File: src/rtl/lib_uart.sv
// rtl/lib_uart.sv - shared UART state encoding and TX FIFO sizing
package lib_uart;
    typedef enum logic [1:0] {IDLE, START, DATA, STOP} UART_STATE;
    localparam int UART_TX_FIFO_DEPTH = 4;
endpackage

File: src/rtl/uart_rx_core.sv
// rtl/uart_rx_core.sv - uart_rx synchroniser, RX FSM and shift register
// valid pulses for one cycle at a good stop bit, with rx_byte holding the frame.
module uart_rx_core
    import lib_uart::*;
#(
    parameter int CLKS_PER_BIT = 868,
    parameter int DATA_BITS    = 8
) (
    input  logic                 clk,
    input  logic                 rst_n,
    input  logic                 uart_rx,
    output logic [DATA_BITS-1:0] rx_byte,
    output logic                 valid
);
    localparam int CW = $clog2(CLKS_PER_BIT);
    localparam int BW = $clog2(DATA_BITS);
    localparam logic [CW-1:0] LAST     = CW'(CLKS_PER_BIT - 1);
    localparam logic [CW-1:0] HALF     = CW'(CLKS_PER_BIT / 2);
    localparam logic [BW-1:0] LAST_BIT = BW'(DATA_BITS - 1);

    UART_STATE            state, state_next;
    logic [CW-1:0]        cnt, cnt_next;
    logic [BW-1:0]        bit_cnt, bit_cnt_next;
    logic [DATA_BITS-1:0] shreg, shreg_next;
    logic                 sync1, rxs, rxs_d;

    always_ff @(posedge clk or negedge rst_n) begin
        if (!rst_n) begin
            sync1   <= 1'b1;
            rxs     <= 1'b1;
            rxs_d   <= 1'b1;
            state   <= IDLE;
            cnt     <= '0;
            bit_cnt <= '0;
            shreg   <= '0;
        end else begin
            sync1   <= uart_rx;
            rxs     <= sync1;
            rxs_d   <= rxs;
            state   <= state_next;
            cnt     <= cnt_next;
            bit_cnt <= bit_cnt_next;
            shreg   <= shreg_next;
        end
    end

    always_comb begin
        state_next   = state;
        cnt_next     = cnt + 1'b1;
        bit_cnt_next = bit_cnt;
        shreg_next   = shreg;
        valid        = 1'b0;
        case (state)
            IDLE: begin
                cnt_next = '0;
                if (rxs_d && !rxs) state_next = START;
            end
            START: if (cnt == HALF) begin
                cnt_next     = '0;
                bit_cnt_next = '0;
                state_next   = rxs ? IDLE : DATA;
            end
            DATA: if (cnt == LAST) begin
                cnt_next     = '0;
                shreg_next   = {rxs, shreg[DATA_BITS-1:1]};
                bit_cnt_next = bit_cnt + 1'b1;
                if (bit_cnt == LAST_BIT) state_next = STOP;
            end
            STOP: if (cnt == LAST) begin
                // a low stop bit is a framing error: the byte is simply not flagged
                cnt_next   = '0;
                valid      = rxs;
                state_next = IDLE;
            end
            default: state_next = IDLE;
        endcase
    end

    assign rx_byte = shreg;
endmodule

File: src/rtl/uart_io.sv
// rtl/uart_io.sv - CPU-facing UART: TX FSM, r_data/intr register, RX core
// UART_IO_TX_FIFO_EN adds a 4-entry TX FIFO in front of the TX FSM.
module uart_io
    import lib_uart::*;
#(
    parameter int CLKS_PER_BIT = 868,
    parameter int DATA_BITS    = 8
) (
    input  logic                 clk,
    input  logic                 rst_n,
    input  logic                 w_req,
    input  logic [DATA_BITS-1:0] w_data,
    output logic                 w_busy,
    output logic [DATA_BITS-1:0] r_data,
    output logic                 intr,
    input  logic                 ack,
    output logic                 uart_tx,
    input  logic                 uart_rx
);
    localparam int CW = $clog2(CLKS_PER_BIT);
    localparam int BW = $clog2(DATA_BITS);
    localparam logic [CW-1:0] LAST     = CW'(CLKS_PER_BIT - 1);
    localparam logic [BW-1:0] LAST_BIT = BW'(DATA_BITS - 1);

    UART_STATE            tx_state, tx_state_next;
    logic [CW-1:0]        tx_cnt, tx_cnt_next;
    logic [BW-1:0]        tx_bit, tx_bit_next;
    logic [DATA_BITS-1:0] tx_sh, tx_sh_next;
    logic                 tx_q, tx_next;
    logic                 src_valid;
    logic [DATA_BITS-1:0] src_data;

`ifdef UART_IO_TX_FIFO_EN
    localparam int PW = $clog2(UART_TX_FIFO_DEPTH);
    logic [DATA_BITS-1:0] fifo_mem [UART_TX_FIFO_DEPTH];
    logic [PW:0]          wr_ptr, rd_ptr, rd_next;
    logic                 fifo_full, fifo_empty, push, pop;

    assign fifo_empty = (wr_ptr == rd_ptr);
    assign fifo_full  = (wr_ptr[PW] != rd_ptr[PW]) && (wr_ptr[PW-1:0] == rd_ptr[PW-1:0]);
    assign push       = w_req && !fifo_full;
    assign rd_next    = rd_ptr + 1'b1;
    // The in-flight byte keeps its slot until its stop bit ends, then the next head follows.
    assign pop        = (tx_state == STOP) && (tx_cnt == LAST);
    assign src_valid  = (tx_state == IDLE) ? !fifo_empty : (rd_next != wr_ptr);
    assign src_data   = (tx_state == IDLE) ? fifo_mem[rd_ptr[PW-1:0]] : fifo_mem[rd_next[PW-1:0]];
    assign w_busy     = fifo_full;

    always_ff @(posedge clk) begin
        if (push) fifo_mem[wr_ptr[PW-1:0]] <= w_data;
    end

    always_ff @(posedge clk or negedge rst_n) begin
        if (!rst_n) begin
            wr_ptr <= '0;
            rd_ptr <= '0;
        end else begin
            if (push) wr_ptr <= wr_ptr + 1'b1;
            if (pop)  rd_ptr <= rd_next;
        end
    end
`else
    assign src_valid = w_req && (tx_state == IDLE);
    assign src_data  = w_data;
    assign w_busy    = (tx_state != IDLE);
`endif

    always_ff @(posedge clk or negedge rst_n) begin
        if (!rst_n) begin
            tx_state <= IDLE;
            tx_cnt   <= '0;
            tx_bit   <= '0;
            tx_sh    <= '0;
            tx_q     <= 1'b1;
        end else begin
            tx_state <= tx_state_next;
            tx_cnt   <= tx_cnt_next;
            tx_bit   <= tx_bit_next;
            tx_sh    <= tx_sh_next;
            tx_q     <= tx_next;
        end
    end

    always_comb begin
        tx_state_next = tx_state;
        tx_cnt_next   = tx_cnt + 1'b1;
        tx_bit_next   = tx_bit;
        tx_sh_next    = tx_sh;
        case (tx_state)
            IDLE: begin
                tx_cnt_next = '0;
                if (src_valid) begin
                    tx_state_next = START;
                    tx_sh_next    = src_data;
                end
            end
            START: if (tx_cnt == LAST) begin
                tx_cnt_next   = '0;
                tx_bit_next   = '0;
                tx_state_next = DATA;
            end
            DATA: if (tx_cnt == LAST) begin
                tx_cnt_next = '0;
                tx_sh_next  = tx_sh >> 1;
                tx_bit_next = tx_bit + 1'b1;
                if (tx_bit == LAST_BIT) tx_state_next = STOP;
            end
            STOP: if (tx_cnt == LAST) begin
                tx_cnt_next = '0;
                if (src_valid) begin
                    tx_state_next = START;
                    tx_sh_next    = src_data;
                end else begin
                    tx_state_next = IDLE;
                end
            end
            default: tx_state_next = IDLE;
        endcase
        // registered pin: the line level follows the state being entered
        tx_next = 1'b1;
        if (tx_state_next == START)     tx_next = 1'b0;
        else if (tx_state_next == DATA) tx_next = tx_sh_next[0];
    end

    assign uart_tx = tx_q;

    logic [DATA_BITS-1:0] rx_byte;
    logic                 rx_valid;

    uart_rx_core #(
        .CLKS_PER_BIT(CLKS_PER_BIT),
        .DATA_BITS   (DATA_BITS)
    ) u_rx (
        .clk    (clk),
        .rst_n  (rst_n),
        .uart_rx(uart_rx),
        .rx_byte(rx_byte),
        .valid  (rx_valid)
    );

    // a new byte outranks a simultaneous ack
    always_ff @(posedge clk or negedge rst_n) begin
        if (!rst_n) begin
            r_data <= '0;
            intr   <= 1'b0;
        end else if (rx_valid) begin
            r_data <= rx_byte;
            intr   <= 1'b1;
        end else if (ack) begin
            intr   <= 1'b0;
        end
    end
endmodule

File: config.mk
export PLATFORM = sky130hd
export DESIGN_NAME = uart_io
export DESIGN_NICKNAME = d
export VERILOG_FILES = /design/src/rtl/lib_uart.sv /design/src/rtl/uart_rx_core.sv /design/src/rtl/uart_io.sv
export SDC_FILE = /design/constraint.sdc
export NUM_CORES = 1
export LEC_CHECK = 0
export ABC_AREA = 1
export ABC_CLOCK_PERIOD_IN_PS = 3550
export CORE_MARGIN = 5
export CORE_UTILIZATION = 60
export CTS_CLUSTER_SIZE = 14
export DETAILED_ROUTE_END_ITERATION = 6
export PLACE_DENSITY = 0.91
export REMOVE_ABC_BUFFERS = 1
export SLEW_MARGIN = 20
export SYNTH_ARGS = -nofsm -noshare
export SYNTH_HDL_FRONTEND = slang
export SYNTH_SLANG_ARGS = --single-unit
File: constraint.sdc
create_clock -name clk -period 3.55 [get_ports clk]
set_clock_uncertainty 0.2 [all_clocks]
set_input_delay 0.71 -clock clk [delete_from_list [all_inputs] [get_ports clk]]
set_output_delay 0.71 -clock clk [all_outputs]
set_load 0.01 [all_outputs]
; ---- After elaboration in Yosys (flattened, before gate mapping)
; Index checks and enable logic that the tools add are counted.
[word_totals]
register_bits = 59
output_inout_bits = 11
[classes]
addsub = 4
eq_ne = 21
n_mux = 35
n_reduce_logical = 17
[op_table]
columns = op, count
row1 = 10-bit two-way mux, 3
row2 = 10-bit case mux with 3 select lines, 1
row3 = 8-bit two-way mux, 3
row4 = 8-bit case mux with 3 select lines, 1
row5 = 2-bit two-way mux, 11
row6 = 10-bit by 1-bit adder with 10-bit output (second input constant), 2
row7 = 10-bit equality test (second input constant), 2
row8 = 10-bit case mux with 2 select lines, 1
row9 = 2-bit case mux with 4 select lines, 2
row10 = 3-bit two-way mux, 4
row11 = 3-bit case mux with 2 select lines, 2
row12 = 10-bit by 9-bit equality test with 1-bit output (second input constant), 1
row13 = 2-bit equality test (second input constant), 5
row14 = 2-bit by 1-bit inequality test with 1-bit output (second input constant), 5
row15 = 3-bit AND reduction, 3
row16 = 2-bit nonzero test, 4
row17 = 1-bit two-way mux, 7
row18 = 3-bit by 1-bit adder with 3-bit output (second input constant), 2
row19 = 2-bit by 1-bit equality test with 1-bit output (second input constant), 3
row20 = 3-bit equality test (second input constant), 2
row21 = 2-bit inequality test (second input constant), 3
row22 = 5-bit AND reduction, 1
row23 = 2-bit zero test, 2
row24 = 3-bit nonzero test, 1
row25 = 5 further kinds, 6

; ---- Longest topological paths before layout
[depth]
depth_word = 8
ltp_mapped = 11
ltp_nobuf = 11

; ---- Cells and area by module
; From an unflattened synthesis, not the netlist that was laid out.
[hier_totals]
hier_cells = 379
hier_area_um2 = 3123.0
[by_module_without_submodules]
columns = module, n_inst, cells_per_inst, area_per_inst_um2
row1 = uart_io, 1, 227, 1789.2
row2 = uart_rx_core, 1, 152, 1333.8

; ---- Least setup slack after synthesis
; No wires, ideal clock.
[synth_path]
path_kind = input-to-reg
from = input port w_req
to = register tx_sh[4]
setup_ns = 0.126
arrival_ns = 1.430
t_required_ns = 3.224
path_slack_ns = 1.794
cell_stages = 7
path_buffers = 1
path_cell_list = nand2_1 > clkbuf_1 > nand2_1 > o21ai_0 > o22ai_1 > nand2_1 > o21ai_0
[synth_via]
elab_chain_cells = 4
[synth_rtl]
columns = element, line
row1 = start: declaration, uart_io.sv:11  ; input logic w_req,
row2 = 1-bit logical AND *, uart_io.sv:63  ; assign src_valid = w_req && (tx_state == IDLE);
row3 = 8-bit two-way mux *, --
row4 = 8-bit two-way mux, --
row5 = 8-bit case mux with 3 select lines *, --
row6 = end signal: assignment, uart_io.sv:79  ; tx_sh <= tx_sh_next;
row7 = end: declaration, uart_io.sv:28  ; logic [DATA_BITS-1:0] tx_sh, tx_sh_next;
; Every way passes the cells marked *; elsewhere a longest branch is shown, timed or not. The select of a mux whose other input is x is not followed.
; A chain may end at the register's enable or synchronous reset.

; ---- Worst setup path in the final report
[layout_path]
from = register tx_state[0]
to = output port w_busy
[layout_via]
elab_chain_cells = 1
[layout_rtl]
columns = element, line
row1 = start: declaration, uart_io.sv:25  ; UART_STATE tx_state, tx_state_next;
row2 = start signal: assignment, uart_io.sv:76  ; tx_state <= tx_state_next;
row3 = 2-bit nonzero test, uart_io.sv:65  ; assign w_busy = (tx_state != IDLE);
row4 = end: declaration, uart_io.sv:13  ; output logic w_busy,
; Every way passes these cells.

==> flow_results.org <==
** CTS
- Post-CTS Setup Inserts :: 0
- In this run the number of H-tree levels came out at 3.
- Clock tree synthesis inserted a total of 9 buffers.
- Gates resized during post-CTS repair numbered 0.
- Clk Tree Root Cell :: sky130_fd_sc_hd__clkbuf_8
- Clock-pin slew on the worst setup and hold paths :: 0.07 ns
- Clock insertion delay at the later pin of the skew report :: roughly 0.34 ns
- Buffers inserted to repair hold after CTS numbered 0.
- TritonCTS built the clock tree.
- No sink is reached through more buffers than the 2 on the longest clock path.
- CTS Sinks :: 59

** Synth
- Sequential cells were found to cover 48.4% of the synthesized design area.
- Share of synthesized registers carrying an async set or reset :: between 90% and 100%
- Most common library cells after synthesis :: 90 x sky130_fd_sc_hd__nand2_1, 55 x sky130_fd_sc_hd__dfrtp_1, 41 x sky130_fd_sc_hd__inv_1
- Number of synthesized flops with an enable pin :: 0
- Synth Warn # :: 0
- Seq cells post-synth :: 59
- Most common cell in the synthesized netlist :: sky130_fd_sc_hd__nand2_1
- The most used flip-flop cell after synthesis is sky130_fd_sc_hd__dfrtp_1.
- Of the post-synthesis cell area, the dominant cell type holds 45.0%.
- Cell area after technology mapping :: about 3000 sq um
- In the post-synthesis netlist, the biggest area contributors are sky130_fd_sc_hd__dfrtp_1 45%, sky130_fd_sc_hd__nand2_1 11%, sky130_fd_sc_hd__ha_1 6.5%.
- After synthesis, the netlist uses 31 different library cells.
- Post-synthesis cell type with the largest combined area :: sky130_fd_sc_hd__dfrtp_1
- After synthesis, the mean cell area works out to 8.31 sq um.
- Synthesis handed over a netlist of 368 instances.

** Floorplanning
- The die covers 6620 sq um.
- The core region is 5040 sq um.
- For this design the top-level I/O count stands at 24.
- Die span in y :: 81.4 microns
- Number of placement rows :: 26
- X dimension of the die :: just over 80 microns
- Initial cell density of the core :: 60.6%

** STA
- Based on the critical path, the design can be clocked at up to 373 MHz.
- Adding up every negative setup slack in the final design gives 0 ns.
- Worst slew margin relative to its limit :: ~60%
- Setup repair after global routing missed its margin :: no
- Setup violations remaining at the end of the flow were counted as 0.
- Worst setup margin :: slightly below 0.9 ns
- Hold violation count in the final report :: 0
- The number of pins exceeding their max-slew limit in the final report was 0.
- At the pin with the least slew margin, the transition time is 0.599 ns.
- Crit share post-route :: 75.6%
- The worst path needs 2.68 ns of the cycle, external delays included.

** Global routing
- The number of global-route vias before repair was 2555.
- First-pass GRT wire length :: 11200 microns
- Pin count of the biggest net entering global routing :: about 50
- Global routing used 22.1% of the available tracks across all layers.
- The number of antenna violations at the first check in global routing came to 0.
- After global routing the overflow that remains totals 0.

** Place
- Port bufs :: 23
- Placement Setup Slack :: 0.995 ns
- RePlAce Congestion :: between 0.8 and 0.9
- Once detailed placement completed, the half-perimeter wirelength came to about 4500 microns.

** Layout
- The layout has 390 filler cells.
- Synth-to-Final Area Change :: 16.8%
- Antenna diodes :: 0
- The net count of the finished layout is roughly 430.
- Of the cells placed in the final design, the portion with a size suffix greater than 1 is between 10% and 20%.

** Worst setup path
- Worst R2R Path Depth :: 11
- Top cell by count, worst path :: sky130_fd_sc_hd__inv_1
- Type of the setup path with the least slack :: reg -> out
- Critical Path AT :: between 1.5 and 2 ns
- Among all stages on the critical path, the largest delay is contributed by sky130_fd_sc_hd__clkdlybuf4s50_1.
- CP Capture Type :: primary output
- Critical path peak fanout :: 6
- Worst-path cell chain :: inv_1 > ha_1 > inv_1 > clkdlybuf4s50_1
- At the worst endpoint, the required time is 2.64 ns.
- The number of buffers and inverters on the critical path is 3.
- Critical path launch point type :: register
- Crit path largest cell delay :: 0.54 ns
- The kind of cell with the highest combined delay along the critical path is buffers and inverters.
- Number of stages on the worst setup path :: 4

** Power
- Largest vdd supply drop :: 0.000430 V
- In this run the static leakage power is approximately 0.0017 uW.
- In this run the power density over the cells is roughly 450 nW/um^2.

** Route
- For this run, the detailed router's first-pass iteration total came to 5.
- Total number of vias :: 2506
- For this run, design rule violations remaining after detail routing come to 0.
- After detailed routing, the average wire length per cell comes to 13.6 microns.
- DR iter-0 viols :: 119
- After detailed routing, the total wire length is roughly 6400 microns.
- Residual antenna-violating net count after detailed routing :: 0
- Via count normalized by instance count :: 5.29

** Min path
- Worst Hold Class :: reg -> reg
- Number of cells traversed by the worst hold path :: 0

** Status
- Run status :: completed

** Run
- Max-cap violations in this run came to 0.
-- cell families (layout without fill, tap and decap cells) --
| logic type | count (synthesis) | after routing | share of synthesized area [%] |
|---|---|---|---|
| xor+xnor | 10 | 10 | 2.86 |
| simple gates | 175 | 175 | 26.0 |
| buf+inv | 53 | 89 | 6.83 |
| compound gates | 55 | 55 | 9.29 |
| fa+ha+maj | 16 | 16 | 6.55 |
| flops | 59 | 59 | 48.4 |
-- worst reg2reg max path, stage by stage (launching register included) --
cell	delay [ns]
sky130_fd_sc_hd__dfrtp_1	0.41
sky130_fd_sc_hd__inv_1	0.15
sky130_fd_sc_hd__ha_1	0.26
sky130_fd_sc_hd__nand2_1	0.37
sky130_fd_sc_hd__inv_1	0.16
sky130_fd_sc_hd__o21ai_0	0.19
sky130_fd_sc_hd__nand2_1	0.08
sky130_fd_sc_hd__nor2_1	0.11
sky130_fd_sc_hd__nand2_1	0.09
sky130_fd_sc_hd__nand2_1	0.07
sky130_fd_sc_hd__inv_1	0.04
sky130_fd_sc_hd__a21oi_1	0.14
-- final timing paths --
path                                  start  slack (ns)   endpoint
worst max-delay path            tx_state[0]        0.87     w_busy
worst min-delay path             u_rx.sync1        0.16   u_rx.rxs
worst max register to register  tx_state[0]        1.22    uart_tx
worst min register to register   u_rx.sync1        0.16   u_rx.rxs
max in group asynchronous             rst_n        2.33   u_rx.rxs
min in group asynchronous             rst_n        0.19  tx_cnt[4]
-- placed cells by master (no fill, tap or decap), types with 3 or more instances in the layout --
cell type / count
sky130_fd_sc_hd__a21oi_1: 3
sky130_fd_sc_hd__clkbuf_8: 12
sky130_fd_sc_hd__nand4_1: 6
sky130_fd_sc_hd__dfstp_2: 4
sky130_fd_sc_hd__nand3_1: 14
sky130_fd_sc_hd__ha_1: 16
sky130_fd_sc_hd__nor3_1: 6
sky130_fd_sc_hd__nor2_1: 31
sky130_fd_sc_hd__o22ai_1: 4
sky130_fd_sc_hd__o21ai_0: 27
sky130_fd_sc_hd__nand2_1: 90
sky130_fd_sc_hd__inv_1: 41
sky130_fd_sc_hd__inv_2: 7
sky130_fd_sc_hd__o21ai_1: 19
sky130_fd_sc_hd__xor2_1: 9
sky130_fd_sc_hd__nor2_2: 14
sky130_fd_sc_hd__dfrtp_1: 55
sky130_fd_sc_hd__clkdlybuf4s50_1: 22
sky130_fd_sc_hd__buf_4: 3
-- sequential cells by signal (all words and copies together) (netlist names), 2 cells and up, named ones only --
| register | flops |
|---|---|
| tx_cnt | 10 |
| u_rx.cnt | 10 |
| r_data | 8 |
| tx_sh | 8 |
| u_rx.rx_byte | 8 |
| tx_bit | 3 |
| u_rx.bit_cnt | 3 |
| tx_state | 2 |
-- layout make-up --
type                            instances  area, sq um  share of cell area, %
Inverter                               48          180                   5.04
Clock buffer                           12          165                   4.62
Clock inverter                          4         47.5                   1.33
Multi-Input combinational cell        256         1370                   38.3
Timing Repair Buffer                   25          243                   6.80
Tap cell                               70         87.6                   2.45
Sequential cell                        59         1480                   41.5
-- where the power goes --
part	internal, uW	total (uW)	switching (uW)
Clock	379	640	261
Combinational	84.7	251	166
Sequential	700	732	31.5
Total	1160	1620	459
-- through the flow --
step	cell area [sq um]	util, %	instances	hold slack, ns	power, uW
2_1_floorplan	3030	-	363	0.145	915
3_3_place_gp	3360	66.6	458	0.146	975
3_5_place_dp	3360	66.6	458	0.148	992
4_1_cts	3570	70.8	474	0.158	1640
5_1_grt	3570	70.8	474	0.169	1710
6_report	3570	70.8	474	0.157	1620
-- routing by layer --
metal	vias to the layer above	track usage (%)	share of wire, %
met5	-	0	0
met3	12	3.44	4.5
met4	0	10.6	1.7
li1	1239	-	-
met2	71	39.7	52
met1	1184	25.4	42
(Power assumes the default switching activity.)
